--- config.mk ---
export PLATFORM = sky130hd
export DESIGN_NAME = bcd_display_scan
export DESIGN_NICKNAME = d
export VERILOG_FILES = /design/src/rtl/bcd_display_scan.sv
export SDC_FILE = /design/constraint.sdc
export NUM_CORES = 1
export LEC_CHECK = 0
export ABC_AREA = 1
export CORE_MARGIN = 3
export CORE_UTILIZATION = 50
export CTS_BUF_LIST = sky130_fd_sc_hd__clkbuf_4
export CTS_CLUSTER_SIZE = 14
export DETAILED_ROUTE_END_ITERATION = 7
export GPL_ROUTABILITY_DRIVEN = 0
export PLACE_DENSITY_LB_ADDON = 0.08
export SLEW_MARGIN = 0
export SYNTH_ARGS = -nofsm -noshare
export SYNTH_HDL_FRONTEND = slang
export SYNTH_SLANG_ARGS = --single-unit
--- constraint.sdc ---
create_clock -name clk -period 2.65 [get_ports clk]
set_clock_uncertainty 0.2 [all_clocks]
set_input_delay 0.53 -clock clk [delete_from_list [all_inputs] [get_ports clk]]
set_output_delay 0.53 -clock clk [all_outputs]
set_load 0.05 [all_outputs]
--- src/rtl/bcd_display_scan.sv ---
// bcd_display_scan: time-multiplexed common-anode seven-segment driver for packed BCD digits.
//
// A refresh prescaler paces a digit-scan sequencer. bcd_in is copied into a shadow register
// once per frame, on the tick that wraps the scan back to digit 0, so counters changing
// mid-frame never tear the display. The output stage is registered with one cycle of latency.
//
// Parameters:
//   N_DIGITS    - number of BCD digits scanned (1..8)
//   REFRESH_DIV - clk cycles each digit stays lit (>= 2)
//
// Ports:
//   clk        - system clock, rising edge
//   reset      - synchronous active-low reset
//   bcd_in     - packed BCD digits, digit k = bcd_in[4k+3:4k], digit 0 least significant
//   seg        - active-low segments {g,f,e,d,c,b,a}
//   an         - active-low anode enables, one-hot-cold, an[k] selects digit k
//   frame_done - one-cycle pulse following each snapshot of bcd_in
//
// Optional feature (macro BCD_DISPLAY_LZ_BLANK_EN): leading-zero blanking. A scanned digit
// k > 0 whose shadow digits k..N_DIGITS-1 are all zero is driven dark while its anode still
// turns on, so scan timing is unchanged. Digit 0 is never blanked.

module bcd_display_scan #(
  parameter int unsigned N_DIGITS    = 4,
  parameter int unsigned REFRESH_DIV = 50000
) (
  input  logic                    clk,
  input  logic                    reset,
  input  logic [4*N_DIGITS-1:0]   bcd_in,
  output logic [6:0]              seg,
  output logic [N_DIGITS-1:0]     an,
  output logic                    frame_done
);

  localparam int unsigned CntW = $clog2(REFRESH_DIV);
  localparam int unsigned IdxW = (N_DIGITS > 1) ? $clog2(N_DIGITS) : 1;
  localparam logic [CntW-1:0] CntMax = CntW'(REFRESH_DIV - 1);
  localparam logic [IdxW-1:0] IdxMax = IdxW'(N_DIGITS - 1);

  logic [CntW-1:0]       cnt_q, cnt_d;
  logic [IdxW-1:0]       idx_q, idx_d;
  logic [4*N_DIGITS-1:0] shadow_q, shadow_d;
  logic [N_DIGITS-1:0]   an_q, an_d;
  logic [6:0]            seg_q, seg_d;
  logic                  frame_done_q, frame_done_d;

  logic       tick;
  logic       wrap;
  logic [3:0] cur_digit;
  logic       blank;

  function automatic logic [6:0] decode(input logic [3:0] d);
    logic [6:0] s;
    case (d)
      4'd0:    s = 7'h40;
      4'd1:    s = 7'h79;
      4'd2:    s = 7'h24;
      4'd3:    s = 7'h30;
      4'd4:    s = 7'h19;
      4'd5:    s = 7'h12;
      4'd6:    s = 7'h02;
      4'd7:    s = 7'h78;
      4'd8:    s = 7'h00;
      4'd9:    s = 7'h10;
      default: s = 7'h3F;  // invalid code shows a dash
    endcase
    return s;
  endfunction

  // Prescaler, scan sequencer and frame snapshot.
  always_comb begin
    tick         = (cnt_q == CntMax);
    wrap         = tick && (idx_q == IdxMax);
    cnt_d        = tick ? '0 : cnt_q + 1'b1;
    idx_d        = idx_q;
    if (tick) begin
      idx_d = wrap ? '0 : idx_q + 1'b1;
    end
    shadow_d     = wrap ? bcd_in : shadow_q;
    frame_done_d = wrap;
  end

`ifdef BCD_DISPLAY_LZ_BLANK_EN
  // upper_zero[k]: shadow digits k..N_DIGITS-1 are all zero (invalid codes count as non-zero).
  logic [N_DIGITS-1:0] upper_zero;

  always_comb begin
    upper_zero = '0;
    upper_zero[N_DIGITS-1] = (shadow_q[4*(N_DIGITS-1) +: 4] == 4'd0);
    for (int k = int'(N_DIGITS) - 2; k >= 0; k--) begin
      upper_zero[k] = upper_zero[k+1] && (shadow_q[4*k +: 4] == 4'd0);
    end
  end

  always_comb begin
    blank = 1'b0;
    for (int k = 1; k < int'(N_DIGITS); k++) begin
      if (idx_q == IdxW'(k)) begin
        blank = upper_zero[k];
      end
    end
  end
`else
  assign blank = 1'b0;
`endif

  // Output stage next-state: anode select and decoded segments for the current digit.
  always_comb begin
    cur_digit = 4'd0;
    an_d      = '1;
    for (int k = 0; k < int'(N_DIGITS); k++) begin
      if (idx_q == IdxW'(k)) begin
        cur_digit = shadow_q[4*k +: 4];
        an_d[k]   = 1'b0;
      end
    end
    seg_d = blank ? 7'h7F : decode(cur_digit);
  end

  always_ff @(posedge clk) begin
    if (!reset) begin
      cnt_q        <= '0;
      idx_q        <= '0;
      shadow_q     <= '0;
      an_q         <= '1;
      seg_q        <= 7'h7F;
      frame_done_q <= 1'b0;
    end else begin
      cnt_q        <= cnt_d;
      idx_q        <= idx_d;
      shadow_q     <= shadow_d;
      an_q         <= an_d;
      seg_q        <= seg_d;
      frame_done_q <= frame_done_d;
    end
  end

  assign seg        = seg_q;
  assign an         = an_q;
  assign frame_done = frame_done_q;

endmodule

==> results.md <==
* Antenna diodes at 0
* Final #Nets at about 360
* Die Span Y at ~70 um
* Final Setup Violations at 0
* MaxCap Viol Count at 0
* Period utilisation layout at 84.31%
* Int Power at 0.0008511 W
* Reg clk slew, reported paths at between 0.1 and 0.15 ns
* Initial antenna violation count at 0
* Largest net degree at the start of global routing at 33
* PortBufs at 29
* Non-Filler Instances at 383
* Vias in the first global route at 1,598
* Post-CTS Setup Bufs at 0
* Power share of the clock group at 29.4%
* Post-Syn Instances at approximately 300
* Initial DRC count at 129
* Top-area cell type share of the netlist area at 42.94%
* Commonest non-fill, non-tap cell in the layout: nand2_1
* Pleak at between 1 and 1.5 nW
* Sequential area share after synthesis at 42.94%
* Post-Synthesis Cell Area at 2145 um2
* DP HPWL at around 2800 um
* WL final at 3753 um
* Pwr Total at 0.001116 W
* Die ar. at 5111 um2
* Sw frac at 23.72%
* DRC Markers at 0
* Type of origin of the critical path: flop
* Most frequent cells in the layout: nand2_1 (76), inv_1 (49), dfxtp_1 (46), nor2_1 (37), clkdlybuf4s50_1 (29)
* Layout cells sized above 1 at 6.907%
* Clock Path Buffers at 2
* Crit path required time at 2.77 ns
* Worst-Margin Slew at 0.4949 ns
* Starting density of the core at 52.85%
* Yosys warns at 0
* Critical Path End Type: flop
* CTS tree: built
* Slew HR at 66.90%
* Leading area contributor after synthesis: dfxtp_1
* H-tree levels at 2
* Worst hold path type: flop to flop
* Placed insts at 375
* Status: finished, final reports clean
* Crit Path Class: flop to flop
* Setup TNS at 0 ns
* Net Sw Power at 0.0002646 W
* Area Overhead vs Synth at 16.74%
* Num CTS Buffers at 5
* Row count at 23
* Io pins at 30
* Worst vdd ir at 272.6 uV
* Vias/cell at 4.603
* Total congestion overflow at 0
* Tmin final at 2.234 ns
* Fin. max-slew vios at 0
* Fin. Hold Viols at 0
* Comb power frac at 7.4%
* Total number of vias at 1,763
* Core area at 4058 um2
* Global-route wire length before repair at between 6000 and 7000 um
* PD cells at 445.7 nW/um2
* Syn_nets at 327
* Total track usage at 16.34%
* Clk_lat worst skew at about 0.36 ns
* RSZ-0062 raised after global routing: no
* Placed inst area at 2450 um2
* DRT Pass-1 Iters at 4
* Hold buffer count at cts at 0
* CP arrival at 2.35 ns
* Crit-path max FO at 7
* Number of routed nets with antenna violations at 0
* Wire per inst at 9.799 um
* Clock tree root driver cell: clkbuf_4
* Synth top area cells: dfxtp_1 (43%), nand2_1 (13%), inv_1 (8.6%), nor2_1 (6.5%), a21oi_1 (4.0%)
* Unique masters post-synth at 27
* Post-route design area at 2504 um2
* Post-CTS sizing at 0
* Die X at 71.49 um
* Clock sink count at 46
* Syn_area_per_cell at 7.078 um2
* Fmax at 447.6 MHz
* Worst hold slack at 0.2646 ns
* Synth Register Bits at 46
* Seq pwr share at between 60% and 70%
==> through the flow <==
stage	utilization [%]	worst slack [ns]
global route	61.70	0.1963
floorplan	-	0.6285
global placement	60.38	0.5347
detailed placement	60.38	0.4518
finish	61.70	0.4159
CTS	61.70	0.4132
==> worst max-delay path, cell delays in order (launching register included) <==
cell     delay (ns)
dfxtp_1        0.38
inv_1          0.09
ha_1           0.30
a21oi_1        0.21
nand2_1        0.08
nand2_1        0.12
inv_1          0.08
ha_1           0.30
or2_2          0.29
nand2_1        0.06
nand2_1        0.04
nand2_1        0.04
==> logic make-up after synthesis <==
kind of cell	count (synthesis)	share of synthesized area, %
fa+ha+maj	6	3.500
compound gates	38	9.160
buf+inv	61	11.84
xor+xnor	5	2.042
flops	46	42.94
simple gates	147	30.51
==> per-layer routing <==
layer / GRT usage [%] / vias up / part of all wire, %
met5: 0 / - / 0
met4: 5.010 / 0 / 1.3
met3: 4.348 / 6 / 5.1
met2: 24.39 / 33 / 38
met1: 23.13 / 736 / 56
li1: - / 988 / -
==> synth_stat cells, drive strengths merged <==
library cell / instances
inv: 53
buf: 5
nand4: 3
o21ai: 19
o211ai: 1
xor2: 4
xnor2: 1
ha: 6
clkbuf: 3
nor2: 38
nor3: 7
a21oi: 18
dfxtp: 46
nand3: 17
nand2: 78
or2: 4
==> worst paths after layout <==
kind	startpoint	to	slack, ns	depth (start not counted)
setup reg to reg	idx_q[0]	seg[3]	0.42	11
hold / removal	cnt_q[0]	cnt_q[0]	0.26	1
hold reg to reg	cnt_q[0]	cnt_q[0]	0.26	1
setup / recovery	idx_q[0]	seg[3]	0.42	11
==> flip-flops by register name, summed over array words and instances (netlist names) <==
name / flops
an: 4
seg: 7
frame_done: 1
shadow_q: 16
cnt_q: 16
idx_q: 2
==> power groups by stage <==
stage | combinational (W) | sequential, W | clock (W)
after global routing | 0.0000897 | 0.000706 | 0.000361
after CTS | 0.0000837 | 0.000705 | 0.000338
after detailed placement | 0.0000835 | 0.000720 | 0
final | 0.0000829 | 0.000705 | 0.000328
after floorplan | 0.0000239 | 0.000740 | 0
after global placement | 0.0000836 | 0.000720 | 0
==> cell type report <==
type                       count  area (um2)
multi-input combinational    196       969.7
clock inverter                 2       8.758
tap                           50       62.56
sequential                    46       920.9
clock buffer                   6       45.04
timing repair buffer          30       297.8
inverter                      53       198.9
fill                         390        1554
Note: power is estimated with default switching activity, not from simulation.
